[src/rtl/rv_pkg.sv]
// rv_pkg: shared RV32I opcode constants, immediate-format enum and opcode-to-format mapping.
//   XLEN        datapath width (32 only)
//   OPC_*       7-bit major opcodes recognised by the ID stage
//   fmt_e       immediate encoding selected by an opcode
//   opc_fmt()   opcode -> fmt_e, FMT_BAD for anything unrecognised
package rv_pkg;

    localparam int XLEN = 32;

    localparam logic [6:0] OPC_OP     = 7'b0110011;
    localparam logic [6:0] OPC_OPIMM  = 7'b0010011;
    localparam logic [6:0] OPC_LOAD   = 7'b0000011;
    localparam logic [6:0] OPC_STORE  = 7'b0100011;
    localparam logic [6:0] OPC_BRANCH = 7'b1100011;
    localparam logic [6:0] OPC_JAL    = 7'b1101111;
    localparam logic [6:0] OPC_JALR   = 7'b1100111;
    localparam logic [6:0] OPC_LUI    = 7'b0110111;
    localparam logic [6:0] OPC_AUIPC  = 7'b0010111;

    typedef enum logic [2:0] {FMT_R, FMT_I, FMT_S, FMT_B, FMT_U, FMT_J, FMT_BAD} fmt_e;

    function automatic fmt_e opc_fmt(input logic [6:0] opc);
        return (opc == OPC_OPIMM || opc == OPC_LOAD || opc == OPC_JALR) ? FMT_I :
               (opc == OPC_STORE)                                       ? FMT_S :
               (opc == OPC_BRANCH)                                      ? FMT_B :
               (opc == OPC_LUI || opc == OPC_AUIPC)                     ? FMT_U :
               (opc == OPC_JAL)                                         ? FMT_J :
               (opc == OPC_OP)                                          ? FMT_R : FMT_BAD;
    endfunction

endpackage

[src/rtl/imm_decode.sv]
// imm_decode: combinational RV32I immediate extraction and operand-B select.
//   inst     in  32  instruction word
//   imm      out 32  sign/zero-extended immediate (0 for R-type and unknown opcodes)
//   alusrc   out 1   1 = EX operand B takes the immediate
//   illegal  out 1   opcode not recognised
module imm_decode import rv_pkg::*; #(
    parameter bit SHAMT_ZEXT = 1'b1
) (
    input  logic [31:0] inst,
    output logic [31:0] imm,
    output logic        alusrc,
    output logic        illegal
);

    fmt_e fmt;
    logic shamt;

    always_comb begin
        fmt     = opc_fmt(inst[6:0]);
        // slli/srli/srai carry funct7 in inst[31:25]; only the shift amount is the operand
        shamt   = SHAMT_ZEXT && inst[6:0] == OPC_OPIMM && (inst[14:12] == 3'b001 || inst[14:12] == 3'b101);
        imm     = (fmt == FMT_I) ? (shamt ? {27'b0, inst[24:20]} : {{20{inst[31]}}, inst[31:20]}) :
                  (fmt == FMT_S) ? {{20{inst[31]}}, inst[31:25], inst[11:7]} :
                  (fmt == FMT_B) ? {{19{inst[31]}}, inst[31], inst[7], inst[30:25], inst[11:8], 1'b0} :
                  (fmt == FMT_U) ? {inst[31:12], 12'b0} :
                  (fmt == FMT_J) ? {{11{inst[31]}}, inst[31], inst[19:12], inst[20], inst[30:21], 1'b0} : 32'b0;
        alusrc  = fmt == FMT_I || fmt == FMT_S || fmt == FMT_U || fmt == FMT_J;
        illegal = fmt == FMT_BAD;
    end

endmodule

[src/rtl/imm_gen_stage.sv]
// imm_gen_stage: ID->EX register stage producing IMM_full/RS2_full/ALUsrc behind a 2-entry skid buffer.
//   clk, rst_n           clock, asynchronous active-low reset
//   in_valid/in_ready    upstream handshake; in_ready is registered
//   inst, rs2_data       instruction word and RS2 read data
//   flush                synchronous kill of all buffered entries
//   out_valid/out_ready  downstream handshake
//   ALUsrc, IMM_full, RS2_full, illegal   registered decode results of the head entry
module imm_gen_stage import rv_pkg::*; #(
    parameter int XLEN       = 32,
    parameter bit SHAMT_ZEXT = 1'b1
) (
    input  logic            clk,
    input  logic            rst_n,
    input  logic            in_valid,
    output logic            in_ready,
    input  logic [XLEN-1:0] inst,
    input  logic [XLEN-1:0] rs2_data,
    input  logic            flush,
    output logic            out_valid,
    input  logic            out_ready,
    output logic            ALUsrc,
    output logic [XLEN-1:0] IMM_full,
    output logic [XLEN-1:0] RS2_full,
    output logic            illegal
);

    typedef enum logic [1:0] {EMPTY, ONE, TWO} state_e;

    state_e          state, state_nx;
    logic [XLEN-1:0] d_imm, s_imm, s_rs2;
    logic            d_src, d_ill, s_src, s_ill;
    logic            in_xfer, out_xfer, ld_main_in, ld_main_skid, ld_skid;

    imm_decode #(.SHAMT_ZEXT(SHAMT_ZEXT)) u_dec (
        .inst    (inst),
        .imm     (d_imm),
        .alusrc  (d_src),
        .illegal (d_ill)
    );

    assign out_valid = state != EMPTY;

    always_comb begin
        in_xfer      = in_valid & in_ready;
        out_xfer     = out_valid & out_ready;
        state_nx     = state;
        ld_main_in   = 1'b0;
        ld_main_skid = 1'b0;
        ld_skid      = 1'b0;
        case (state)
            EMPTY: begin
                state_nx   = in_xfer ? ONE : EMPTY;
                ld_main_in = in_xfer;
            end
            ONE: begin
                state_nx   = (in_xfer && !out_xfer) ? TWO : (!in_xfer && out_xfer) ? EMPTY : ONE;
                ld_main_in = in_xfer && out_xfer;
                ld_skid    = in_xfer && !out_xfer;
            end
            TWO: begin
                state_nx     = out_xfer ? ONE : TWO;
                ld_main_skid = out_xfer;
            end
            default: state_nx = EMPTY;
        endcase
        if (flush) begin
            state_nx     = EMPTY;
            ld_main_in   = 1'b0;
            ld_main_skid = 1'b0;
            ld_skid      = 1'b0;
        end
    end

    always_ff @(posedge clk or negedge rst_n) begin
        if (!rst_n) begin
            state    <= EMPTY;
            in_ready <= 1'b1;
            ALUsrc   <= 1'b0;
            illegal  <= 1'b0;
            IMM_full <= '0;
            RS2_full <= '0;
            s_src    <= 1'b0;
            s_ill    <= 1'b0;
            s_imm    <= '0;
            s_rs2    <= '0;
        end else begin
            state    <= state_nx;
            in_ready <= state_nx != TWO;
            if (ld_main_in) begin
                ALUsrc   <= d_src;
                illegal  <= d_ill;
                IMM_full <= d_imm;
                RS2_full <= rs2_data;
            end else if (ld_main_skid) begin
                ALUsrc   <= s_src;
                illegal  <= s_ill;
                IMM_full <= s_imm;
                RS2_full <= s_rs2;
            end else if (flush) begin
                // data words may go stale, but control bits must not suggest a live entry
                ALUsrc  <= 1'b0;
                illegal <= 1'b0;
            end
            if (ld_skid) begin
                s_src <= d_src;
                s_ill <= d_ill;
                s_imm <= d_imm;
                s_rs2 <= rs2_data;
            end
        end
    end

endmodule

[config.mk]
export PLATFORM = sky130hd
export DESIGN_NAME = imm_gen_stage
export DESIGN_NICKNAME = d
export VERILOG_FILES = /design/src/rtl/rv_pkg.sv /design/src/rtl/imm_decode.sv /design/src/rtl/imm_gen_stage.sv
export SDC_FILE = /design/constraint.sdc
export NUM_CORES = 1
export LEC_CHECK = 0
export ABC_AREA = 1
export ABC_CLOCK_PERIOD_IN_PS = 1900
export BUFFER_PORTS_ARGS = -buffer_cell sky130_fd_sc_hd__clkbuf_2
export CAP_MARGIN = 20
export CORE_MARGIN = 2
export CORE_UTILIZATION = 55
export DETAILED_ROUTE_END_ITERATION = 10
export PLACE_DENSITY = 0.81
export SYNTH_ARGS = -nofsm -noshare
export SYNTH_HDL_FRONTEND = slang
export SYNTH_SLANG_ARGS = --single-unit
[constraint.sdc]
create_clock -name clk -period 1.9 [get_ports clk]
set_input_delay 0.19 -clock clk [delete_from_list [all_inputs] [get_ports clk]]
set_output_delay 0.19 -clock clk [all_outputs]
set_load 0.02 [all_outputs]
* After elaboration in Yosys (flattened, before gate mapping)
Index checks and enable logic that the tools add are counted.
** Cells by class
- Eq/ne operators :: 20
- Muxes and demuxes :: 33
- Bitwise operators :: 2
- Reductions and logical operators :: 17
** Operators by type and width (number)
- 2-to-1 mux 32 bit :: 10
- equality test 7 x 6 -> 1 bit, second input constant :: 3
- equality test 7 bit, second input constant :: 3
- 2-to-1 mux 3 bit :: 6
- equality test 7 x 5 -> 1 bit, second input constant :: 2
- equality test 3 bit, second input constant :: 4
- 2-to-1 mux 1 bit :: 12
- equality test 7 x 2 -> 1 bit, second input constant :: 1
- logical OR 1 bit :: 7
- equality test 3 x 1 -> 1 bit, second input constant :: 2
- equality test 3 x 2 -> 1 bit, second input constant :: 2
- 2-to-1 mux 2 bit :: 3
- one-hot mux 2 bit (3 select lines) :: 1
- logical AND 1 bit :: 4
- nonzero test 2 bit :: 2
- nonzero test 3 bit :: 1
- AND 1 bit :: 2
- equality test 2 x 1 -> 1 bit, second input constant :: 1
- equality test 2 bit, second input constant :: 1
- zero test 1 bit :: 2
- zero test 2 bit :: 1
- inequality test 2 bit, second input constant :: 1
- one-hot mux 1 bit (2 select lines) :: 1
** Word-level totals
- Register bits :: 135
- Output and inout bits :: 68

* Logic depth before layout (Yosys ltp)
- Depth after elaboration :: 14
- Depth in mapped cells :: 15
- Depth with buffers taken out :: 14

* By module
From an unflattened synthesis, not the netlist that was laid out.
** Unflattened totals
- Cell total of the unflattened synthesis :: 940
- Area total of the unflattened synthesis :: 6890.4 um2
** Modules (own cells, without submodules)
- imm_gen_stage :: times used 1, cells each 801, area an instance 6244.7 um2, seq. area each 3379.5 um2
- imm_decode :: times used 1, cells each 139, area an instance 645.6 um2, seq. area each 0.0 um2

* Worst setup path before layout
OpenSTA, ideal clock, no wires.
- Kind :: register to register
- Start point :: reg state[0]
- End point :: reg IMM_full[27]
- Library setup time :: 65 ps
- Arrival time :: 1658 ps
- Required time :: 1835 ps
- Path slack :: 178 ps
- Cell stages (with the launch flop) :: 16
- Period minus slack after synthesis :: 1722 ps
- Path through :: dfrtp_1 -> inv_2 -> nand2_1 -> nand2_1 -> inv_1 -> ha_1 -> nand2_1 -> nand2_1 -> nand2_2 -> inv_4 -> nor2_8 -> buf_4 -> nand2_1 -> nand2_1 -> inv_1 -> nand2_1
** Between the ends
- Word-level cells in the longest chain between the ends :: 6
- Elaborated cells on any way between the ends :: 12
- Those cells by class :: eq/ne (2); mux (5); bitwise (1); reduce/logical (4)
** RTL lines
- from (decl) :: line imm_gen_stage.sv:29 : state_e state, state_nx;
- from (signal assigned) :: line imm_gen_stage.sv:87 : state <= state_nx;
- nonzero test 2 bit (*) :: line imm_gen_stage.sv:41 : assign out_valid = state != EMPTY;
- named net out_valid :: line imm_gen_stage.sv:19 : output logic out_valid,
- AND 1 bit (*) :: line imm_gen_stage.sv:45 : out_xfer = out_valid & out_ready;
- logical AND 1 bit :: line imm_gen_stage.sv:57 : ld_main_in = in_xfer && out_xfer;
- one-hot mux 1 bit (2 select lines) :: line imm_gen_stage.sv:50 : case (state)
- 2-to-1 mux 1 bit :: line imm_gen_stage.sv:66 : if (flush) begin
- 2-to-1 mux 32 bit / nonzero test 2 bit (equally long branches)
- to (signal assigned) :: line imm_gen_stage.sv:92 : IMM_full <= d_imm;
- to (signal assigned) :: line imm_gen_stage.sv:97 : IMM_full <= s_imm;
- to (decl) :: line imm_gen_stage.sv:22 : output logic [XLEN-1:0] IMM_full,
The timed path passes the listed nets; every way through them passes the cells marked *.
A chain may end at the register's enable or synchronous reset.

* Worst setup path in the final report
- Start point :: reg state[1]
- End point :: reg IMM_full[2]
** Between the ends
- Word-level cells in the longest chain between the ends :: 6
- Elaborated cells on any way between the ends :: 12
- Those cells by class :: eq/ne (2); mux (5); bitwise (1); reduce/logical (4)
** RTL lines (line)
- nonzero test 2 bit :: imm_gen_stage.sv:41
- AND 1 bit :: imm_gen_stage.sv:45
- logical AND 1 bit :: imm_gen_stage.sv:57
- one-hot mux 1 bit (2 select lines) :: imm_gen_stage.sv:50
- 2-to-1 mux 1 bit :: imm_gen_stage.sv:66
- 2-to-1 mux 32 bit / nonzero test 2 bit (equally long branches)
Several ways; a longest one is shown, not always the timed one.

==> results.toml <==
[synth]
synth.most_common_cell = "nand2_1"
synth_area_leaders = "dfrtp_1, nand2_1, nand3_1"
synth_edf_count = 0
ys_async_sr_fraction_pct = 100
ys_warn_count = 0
syn_area_um2 = 6350
ys_types = 30
ys_seq_area_share_pct = 53.2
synthCells = 827
synth_flop_cell = "dfrtp_1"
avgSynthCellArea_um2 = 7.68
synth_top_area_share_pct = 52.8
synth_top_cell_by_area = "dfrtp_1"
yosys_register_bits = 135
synth_nets = 898
ys_top_cells_by_count = "nand2_1, dfrtp_1, nand3_1"

[floorplan]
num_io_pins = 137
core_um2 = 11300
die_area_um2 = 12400
rows = 39
initial_core_util_pct = 56.1
die_w_um = 111
die_h_um = 111

[power_and_ir_drop]
irDropWorstVdd_mv = 0.757
cellPowerDensity_nw_per_um2 = 1060
power_w = 0.00866
power_leakage_nw = 4.63

[cts]
clockBufferDepth = 2
cts.clk_slew.worst_paths_ps = 60
cts_inserted_buffers = 17
cts_tree = "built"
htreeDepth = 4
cts.sinks = 135
clk_latency_ps = 420
cts_root_buffer = "clkbuf_16"

[setup_path]
critPathMaxFanout = 23
reg2regPathDepth = 13
critPathRequiredTime_ps = 2260
crit_type = "reg -> reg"
end_kind = "flop"
start_kind = "flop"
arrival_ps = 2190

[detailed_routing]
viasPerCell = 5.18
wire_per_inst_um = 14.1
drc = 0
drtAntennaViolNets = 0
num_vias = 5912
dr.first_iter.drc_count = 512
wl_um = 16200
dr.pass1.iters = 5

[timing]
finalHoldViolations = 0
drv_slew = 0
grt_setup_unrepaired = "true"
worst_slew_pin_slew_ps = 529
fin_worst_skew_ps = 6.58
fin_tns_setup_ps = 0
post-route-min-period_ps = 1840
max_freq_mhz = 545
finalCritPeriodShare_pct = 96.6
finalSetupViolCount = 0
relSlewSlack_pct = 64.8

[grt]
grt_overflow_total = 0
grt_pass1_vias = 5736
grt_start_max_net_pins = 55
antenna_found_initial = 0
grt_use_total_pct = 27.0
grt_pass1_wl_um = 27200

[placed_design]
dp_hpwl_um = 9960
placement.io_buffers = 136
gp_congestion = 0.846

[layout]
synthToLayoutAreaGrowth_pct = 28.4
n_antenna_cell = 0
drive_above_1_share_pct = 21.9
fin_nets = 1057

[status]
status = "finished clean"

[job]
maxCapViolations = 0

[min_path]
worstHoldPathType = "in -> reg"
hold_depth = 3
logic make-up after synthesis:
family,Yosys count,synth area share (%)
simple gates,573,36.7
flops,135,53.2
buf+inv,88,6.76
compound gates,29,2.93
fa+ha+maj,2,0.394
final timing paths:
kind	start	endpoint	slack (ps)
worst min-delay path	rs2_data[27]	RS2_full[27]$_DFFE_PN0P_	10
max in group asynchronous	rst_n	s_imm[15]$_DFFE_PN0P_	970
worst max register to register	state[1]$_DFF_PN0_	IMM_full[2]$_DFFE_PN0P_	60
min in group asynchronous	rst_n	s_imm[6]$_DFFE_PN0P_	290
worst max-delay path	state[1]$_DFF_PN0_	IMM_full[2]$_DFFE_PN0P_	60
worst min register to register	s_rs2[24]$_DFFE_PN0P_	s_rs2[24]$_DFFE_PN0P_	470
area by class of cell:
type                       instances  area (µm²)
fill                             909        3170
tap                              143         179
sequential                       135        3380
inverter                          50         195
clock buffer                      22         494
timing repair buffer             178        1200
clock inverter                    10         118
multi-input combinational        604        2590
placed cells by master, fill, tap and decap left out, drive strengths merged, types with 2 or more instances in the layout:
cell         count
a21boi           6
nor3             3
nand3           75
bufinv           2
a31oi            5
dlygate4sd3     20
inv             51
nand3b           6
nand2          461
nand4            3
clkinv           3
nor2            25
buf             20
dfrtp          134
clkinvlp         4
o21ai            9
clkbuf         160
ha               2
o211ai           6
metal layers:
layer / wire length, µm / share of wire, % / vias to the layer above / GRT usage (%)
met1: 7000 / 43 / 2744 / 36.7
met4: 470 / 2.9 / 0 / 11.9
li1: - / - / 2883 / -
met5: 0 / 0 / - / 0
met3: 1080 / 6.7 / 39 / 4.90
met2: 7600 / 47 / 246 / 43.1
worst max-delay path: stages, from the launching register on:
cell and delay, ps:
dfrtp_1 390, inv_2 110, nand2_2 70, nand2_2 90, inv_2 40, ha_4 150
nand2_2 70, nand2_2 50, nand2_2 90, inv_4 60, nor2_8 230, clkbuf_16 250
nand2_1 70, nand3_1 80
metrics by stage:
step / cells / area, µm² / hold WS [ps] / utilization (%) / setup slack [ps]
6_report: 1142 / 8160 / 9.73 / 72.0 / 64.8
5_1_grt: 1142 / 8160 / 24.6 / 72.0 / -24.3
4_1_cts: 1134 / 7990 / 0.699 / 70.6 / 40.3
3_5_place_dp: 1082 / 7180 / 180 / 63.4 / 76.5
3_3_place_gp: 1082 / 7180 / 176 / 63.4 / 184
2_1_floorplan: 827 / 6350 / -106 / - / 178
what timing repair did:
action                                  in CTS  in global routing
hold buffers                                20                  0
endpoints found under the hold margin       77                  0
setup buffers                                0                  4
endpoints found under the setup margin       0                 59
resized for setup                            0                 17
report_power, final:
| group | internal, W | switching, W | leakage [nW] |
|---|---|---|---|
| Combinational | 0.000593 | 0.000987 | 2.57 |
| Sequential | 0.00344 | 0.000296 | 1.77 |
| Clock | 0.00211 | 0.00124 | 0.291 |
state kept, by name, indices dropped and copies added (netlist names):
name and flops:
RS2_full 32, s_src 1, s_ill 1, IMM_full 32
s_rs2 32, in_ready 1, illegal 1, s_imm 32
ALUsrc 1, state 2
Power figures use the tool's default switching activity.
